==> src/rtl/sticky_pkg.sv <==
`default_nettype none
// ============================================================================
// Module      : sticky_pkg
// Description : Shared constants and FSM state encoding for the sticky event
//               reader: default channel count and the IDLE/VALID read states.
// Revision    : 1.0 - initial release
// ============================================================================
package sticky_pkg;

    localparam int c_N_EV_DEFAULT = 8;

    // Read-handshake states. IDLE: no snapshot held. VALID: snapshot presented.
    typedef enum logic [0:0] {
        IDLE  = 1'b0,
        VALID = 1'b1
    } state_e;

endpackage
`default_nettype wire

==> src/rtl/sticky_event_reader_if.sv <==
`default_nettype none
// ============================================================================
// Module      : sticky_event_reader_if
// Description : Event/reader bus of the sticky event reader. Signal names are
//               given from the reader block's point of view.
//   i_ev       : event levels (rising edge = one event)
//   i_rd_req   : reader requests a snapshot
//   i_rd_ack   : reader consumed the snapshot, clear-on-read
//   o_rd_valid : snapshot on o_rd_data/o_rd_ovr is stable
//   o_rd_data  : snapshot of sticky flags
//   o_rd_ovr   : snapshot of overrun flags
//   o_irq      : any sticky flag set
// Revision    : 1.0 - initial release
// ============================================================================
interface sticky_event_reader_if
    import sticky_pkg::*;
#(
    parameter int N_EV = c_N_EV_DEFAULT
);
    logic [N_EV-1:0] i_ev;
    logic            i_rd_req;
    logic            i_rd_ack;
    logic            o_rd_valid;
    logic [N_EV-1:0] o_rd_data;
    logic [N_EV-1:0] o_rd_ovr;
    logic            o_irq;

    // Event source / reader side.
    modport master (
        output i_ev, i_rd_req, i_rd_ack,
        input  o_rd_valid, o_rd_data, o_rd_ovr, o_irq
    );

    // Sticky event reader side.
    modport slave (
        input  i_ev, i_rd_req, i_rd_ack,
        output o_rd_valid, o_rd_data, o_rd_ovr, o_irq
    );
endinterface
`default_nettype wire

==> src/rtl/edge_detect.sv <==
`default_nettype none
// ============================================================================
// Module      : edge_detect
// Description : Per-bit rising-edge detector. o_rise[i] is high in the cycle
//               where i_d[i] is 1 and was 0 on the previous clock.
//   clk, rst : clock and synchronous active-high reset
//   i_d      : input levels
//   o_rise   : combinational rising-edge strobe
// Revision    : 1.0 - initial release
// ============================================================================
module edge_detect #(
    parameter int WIDTH = 8
) (
    input  wire logic             clk,
    input  wire logic             rst,
    input  wire logic [WIDTH-1:0] i_d,
    output logic      [WIDTH-1:0] o_rise
);
    logic [WIDTH-1:0] r_prev;

    // History tracks the input during reset too, so a level already high
    // when reset is released does not look like a fresh edge.
    always_ff @(posedge clk) begin
        if (rst) begin
            r_prev <= i_d;
        end else begin
            r_prev <= i_d;
        end
    end

    assign o_rise = i_d & ~r_prev;
endmodule
`default_nettype wire

==> src/rtl/sticky_event_reader.sv <==
`default_nettype none
// ============================================================================
// Module      : sticky_event_reader
// Description : Sticky event flags with overrun tracking and a two-state
//               snapshot/clear-on-read handshake.
//   clk, rst : clock and synchronous active-high reset
//   bus      : sticky_event_reader_if.slave (events, read handshake, irq)
// Revision    : 1.0 - initial release
// ============================================================================
module sticky_event_reader
    import sticky_pkg::*;
#(
    parameter int N_EV = c_N_EV_DEFAULT
) (
    input  wire logic              clk,
    input  wire logic              rst,
    sticky_event_reader_if.slave   bus
);
    localparam logic [0:0] c_ST_IDLE  = IDLE;
    localparam logic [0:0] c_ST_VALID = VALID;

    logic [0:0]      r_state;
    logic [N_EV-1:0] r_flag;
    logic [N_EV-1:0] r_ovr;
    logic [N_EV-1:0] r_snap;
    logic [N_EV-1:0] r_snap_ovr;
    logic            r_rd_valid;
    logic            r_irq;

    logic [N_EV-1:0] w_rise;
    logic            w_ack_take;
    logic [N_EV-1:0] w_clr_flag;
    logic [N_EV-1:0] w_clr_ovr;
    logic [N_EV-1:0] w_flag_next;
    logic [N_EV-1:0] w_ovr_next;

    edge_detect #(
        .WIDTH (N_EV)
    ) u_edge_detect (
        .clk    (clk),
        .rst    (rst),
        .i_d    (bus.i_ev),
        .o_rise (w_rise)
    );

    // Only the bits captured in the snapshot are cleared, so events that
    // arrived after the snapshot survive the read.
    assign w_ack_take = (r_state == c_ST_VALID) && bus.i_rd_ack;
    assign w_clr_flag = w_ack_take ? r_snap     : '0;
    assign w_clr_ovr  = w_ack_take ? r_snap_ovr : '0;

    // Set wins over clear. An event on a bit being cleared this cycle is the
    // first event after the read, not an overrun.
    assign w_flag_next = (r_flag & ~w_clr_flag) | w_rise;
    assign w_ovr_next  = (r_ovr & ~w_clr_ovr) | (w_rise & r_flag & ~w_clr_flag);

    always_ff @(posedge clk) begin
        if (rst) begin
            r_state    <= c_ST_IDLE;
            r_flag     <= '0;
            r_ovr      <= '0;
            r_snap     <= '0;
            r_snap_ovr <= '0;
            r_rd_valid <= 1'b0;
            r_irq      <= 1'b0;
        end else begin
            r_flag <= w_flag_next;
            r_ovr  <= w_ovr_next;
            // Computed from the next flag value so irq tracks FLAG exactly.
            r_irq  <= |w_flag_next;
            case (r_state)
                c_ST_IDLE: begin
                    // An ack arriving together with the request is ignored here.
                    if (bus.i_rd_req) begin
                        r_snap     <= r_flag;
                        r_snap_ovr <= r_ovr;
                        r_rd_valid <= 1'b1;
                        r_state    <= c_ST_VALID;
                    end
                end
                c_ST_VALID: begin
                    if (bus.i_rd_ack) begin
                        r_rd_valid <= 1'b0;
                        r_state    <= c_ST_IDLE;
                    end
                end
                default: begin
                    r_rd_valid <= 1'b0;
                    r_state    <= c_ST_IDLE;
                end
            endcase
        end
    end

    assign bus.o_rd_valid = r_rd_valid;
    assign bus.o_rd_data  = r_snap;
    assign bus.o_rd_ovr   = r_snap_ovr;
    assign bus.o_irq      = r_irq;
endmodule
`default_nettype wire

==> src/flat_wrapper.sv <==
// flat-port wrapper written by rule: the top's interface ports become plain ports
module sticky_event_reader_flat import sticky_pkg::*;
#(
    parameter int N_EV = c_N_EV_DEFAULT
)
  (clk, rst, bus_i_ev, bus_i_rd_req, bus_i_rd_ack, bus_o_rd_valid, bus_o_rd_data, bus_o_rd_ovr, bus_o_irq);
  sticky_event_reader_if #(.N_EV(N_EV)) bus_i ();
  input  wire logic clk;
  input  wire logic rst;
  input wire logic [$bits(bus_i.i_ev)-1:0] bus_i_ev;
  input wire logic [$bits(bus_i.i_rd_req)-1:0] bus_i_rd_req;
  input wire logic [$bits(bus_i.i_rd_ack)-1:0] bus_i_rd_ack;
  output wire logic [$bits(bus_i.o_rd_valid)-1:0] bus_o_rd_valid;
  output wire logic [$bits(bus_i.o_rd_data)-1:0] bus_o_rd_data;
  output wire logic [$bits(bus_i.o_rd_ovr)-1:0] bus_o_rd_ovr;
  output wire logic [$bits(bus_i.o_irq)-1:0] bus_o_irq;
  assign bus_i.i_ev = bus_i_ev;
  assign bus_i.i_rd_req = bus_i_rd_req;
  assign bus_i.i_rd_ack = bus_i_rd_ack;
  assign bus_o_rd_valid = bus_i.o_rd_valid;
  assign bus_o_rd_data = bus_i.o_rd_data;
  assign bus_o_rd_ovr = bus_i.o_rd_ovr;
  assign bus_o_irq = bus_i.o_irq;
  sticky_event_reader #(.N_EV(N_EV)) u_core (.clk(clk), .rst(rst), .bus(bus_i));
endmodule
==> config.mk <==
export PLATFORM = sky130hd
export DESIGN_NAME = sticky_event_reader_flat
export DESIGN_NICKNAME = d
export VERILOG_FILES = /design/src/rtl/sticky_pkg.sv /design/src/rtl/sticky_event_reader_if.sv /design/src/rtl/edge_detect.sv /design/src/rtl/sticky_event_reader.sv /design/src/flat_wrapper.sv
export SDC_FILE = /design/constraint.sdc
export NUM_CORES = 1
export LEC_CHECK = 0
export BUFFER_PORTS_ARGS = -buffer_cell sky130_fd_sc_hd__buf_2
export CELL_PAD_IN_SITES_DETAIL_PLACEMENT = 2
export CELL_PAD_IN_SITES_GLOBAL_PLACEMENT = 2
export CORE_ASPECT_RATIO = 0.6
export CORE_MARGIN = 5
export CORE_UTILIZATION = 33
export CTS_CLUSTER_DIAMETER = 80
export DETAILED_ROUTE_END_ITERATION = 12
export PLACE_DENSITY_LB_ADDON = 0.1
export SKIP_LAST_GASP = 1
export SLEW_MARGIN = 10
export SYNTH_ARGS = -nofsm -noshare
export SYNTH_HDL_FRONTEND = slang
export SYNTH_SLANG_ARGS = --single-unit
==> constraint.sdc <==
create_clock -name clk -period 3.4 [get_ports clk]
set_input_delay 0.34 -clock clk [delete_from_list [all_inputs] [get_ports clk]]
set_output_delay 0.34 -clock clk [all_outputs]
set_load 0.05 [all_outputs]
==> out/metrics.cfg <==
[run_status]
status = finished, final reports clean

[pwr]
p_leak_nw = 0.6782
peakVddDrop_uv = 245.0
power_density_nw_per_um2 = 572.8
total_power_mw = 0.9918

[route]
wl_met3_um = 181
wl_per_cell_um = 15.74
first_iter_violations = 26
dr.pass1.iters = 3
ant_nets = 0
routed.top_layer = met4
via_count = 1251
wl_met2_mm = 1.914
drt-met1-wl_mm = 1.828
avgViaCountPerCell = 4.925
drcViolationCount = 0
wl_mm = 3.998

[cts]
post_cts_buffers = 0
cts_root_buf = clkbuf_8
ctsHtreeMaxLevel = 2
cts_tree = built
cts_hold_buffers = 0
clock_path_buffers = 2
post_cts_resized = 0
cts.clk_slew.worst_paths_ns = 0.08
cts_buffers = 5
clock_latency_ns = 0.30
cts.sinks = 43

[sta]
relSlewSlack_pct = 56.20
setup_viol = 0
hold_viol = 0
slew_violations = 0
tns_ns = 0
worst_pin_slew_ns = 0.6570
fmax_mhz = 623.5
fin_skew_ns = 0.005572
period_minus_slack_ns = 1.604
fin_crit_sh_pct = 47.17
setup_slack_ns = 1.796
rsz0062_at_grt = false

[synth]
synth_top_cell_area_share_pct = 58.06
ys_types = 17
synth_top_cell_by_area = dfxtp_1
synth_top_family_by_area = simple AND/OR/NAND/NOR gates
ys_warn_count = 0
syn_avg_cell_area_um2 = 8.825
synthMuxAreaShare_pct = 0
yosys.area_share.simple_pct = 23.97
synth_xor_area_share_pct = 0
synth_fa_ha_area_share_pct = 0
synth-compound-area-share_pct = 13.16
yosys_register_bits = 43
synth_nets = 180
synthCells = 168
yosysSeqAreaShare_pct = 58.06
synth_area_um2 = 1483
synth_area_leaders = dfxtp_1 (58%), nand2_1 (10%), a21oi_1 (8.4%)

[global_route]
grt_pass1_vias = 1360
grt_usage_pct = 15.41
grt_max_degree = 36
grt_first_pass_wirelength_mm = 6.693
grt_overflow = 0
antenna_found_initial = 0

[worst_hold_path]
hold_class = in2reg

[setup_path]
critPathMaxStageDelay_ns = 0.56
setup.worst_path.start_class = flip-flop
cp_data_required_time_ns = 3.56
crit_chain = and2_1 > nand2_1 > a32oi_1 > nor2_1
crit_fanout = 12
crit_family = simple AND/OR/NAND/NOR gates
worst_path_max_delay_cell = dfxtp_1
arrival_ns = 1.77
worst-path-buf-inv = 0
crit_type = reg2reg
cp-end-kind = flip-flop

[placed_design]
placedInstanceArea_um2 = 1632
place_hpwl_mm = 2.869
pre_cts_slack_ns = 1.791
port_buffers = 29
gp_congestion = 0.7301

[floorplanning]
initial_core_util_pct = 35.20
dieArea_um2 = 5977
die_width_um = 96.54
die_h_um = 61.92
core_um2 = 4212
rows = 18
io_pins = 30

[layout]
nFillCells = 469
drive_gt1_share_pct = 18.56
antenna-diode-count = 0
post-route-cell-area_um2 = 1732
postLayoutCoreUtil_pct = 41.12
area_delta_synth_final_pct = 16.79
nets = 205

[run]
max_cap_viol_count = 0

-- worst register-to-register path, stage by stage, from the launching register on --
cell,delay (ns)
dfxtp_1,0.56
and2_1,0.49
nand2_1,0.14
a32oi_1,0.21
nor2_1,0.07
-- metal layers --
metal	vias to the layer above	global-route usage (%)
met3	10	4.573
met1	606	17.96
met4	0	7.385
met2	23	26.57
li1	612	-
met5	-	0
-- kinds of logic after synthesis --
logic type      after synthesis
flops                        43
simple gates                 81
compound gates               33
buf+inv                      11
-- synthesized netlist by cell type --
| master | instances |
|---|---|
| and2_1 | 1 |
| nor2_1 | 18 |
| nand2b_1 | 1 |
| nand2_1 | 40 |
| nor3_1 | 2 |
| dfxtp_1 | 43 |
| buf_6 | 2 |
| buf_4 | 3 |
| and2b_1 | 1 |
| clkbuf_1 | 3 |
| a32oi_1 | 8 |
| nor2b_1 | 8 |
| clkbuf_2 | 1 |
| nand3_1 | 8 |
| and4_1 | 2 |
| buf_2 | 2 |
| a21oi_1 | 25 |
-- area by class of cell --
class / count / area [um2] / area share (%)
Clock buffer: 8 / 100.1 / 5.780
Multi-Input combinational cell: 114 / 550.5 / 31.79
Sequential cell: 43 / 860.8 / 49.71
Tap cell: 60 / 75.07 / 4.335
Timing Repair Buffer: 29 / 145.1 / 8.381
-- state kept, by name (all words and copies together) (netlist names) --
signal                       flops
u_core.bus.o_rd_ovr              8
u_core.r_ovr                     8
u_core.bus.o_irq                 1
u_core.bus.o_rd_valid            1
u_core.bus.o_rd_data             8
u_core.r_flag                    8
u_core.u_edge_detect.r_prev      8
u_core.r_state                   1
-- stage by stage --
stage / std cells / hold WS, ns
floorplan: 168 / 0.3677
global route: 254 / 0.1280
global placement: 246 / 0.4386
CTS: 254 / 0.1416
finish: 254 / 0.1474
detailed placement: 246 / 0.4547
-- worst paths after layout --
check,startpoint,endpoint,slack [ns],cells after the start
worst min-delay path,bus_i_ev[7],u_core.u_edge_detect.r_prev[7],0.15,1
worst max-delay path,u_core.r_state,u_core.r_ovr[4],1.80,4
worst max register to register,u_core.r_state,u_core.r_ovr[4],1.80,4
worst min register to register,u_core.r_ovr[6],u_core.bus.o_rd_ovr[6],0.46,2
-- cell usage in the layout (no fill, tap or decap) --
master / n
dfxtp_1: 43
nor2b_1: 8
a32oi_1: 8
nand2b_1: 1
clkbuf_1: 1
buf_2: 29
nand3_1: 8
and2_1: 1
nor2_1: 18
nor3_1: 2
nand2_1: 40
and4_1: 2
a21oi_1: 25
and2b_1: 1
clkbuf_8: 7
-- report_power, final --
part | leakage [nW] | internal [mW] | switching, mW | total, mW
Clock | 0.0515 | 0.186 | 0.173 | 0.358
Sequential | 0.353 | 0.526 | 0.0162 | 0.542
Combinational | 0.273 | 0.0251 | 0.0661 | 0.0912
Total | 0.678 | 0.737 | 0.255 | 0.992
No activity file was read; power rests on OpenSTA's default activity.
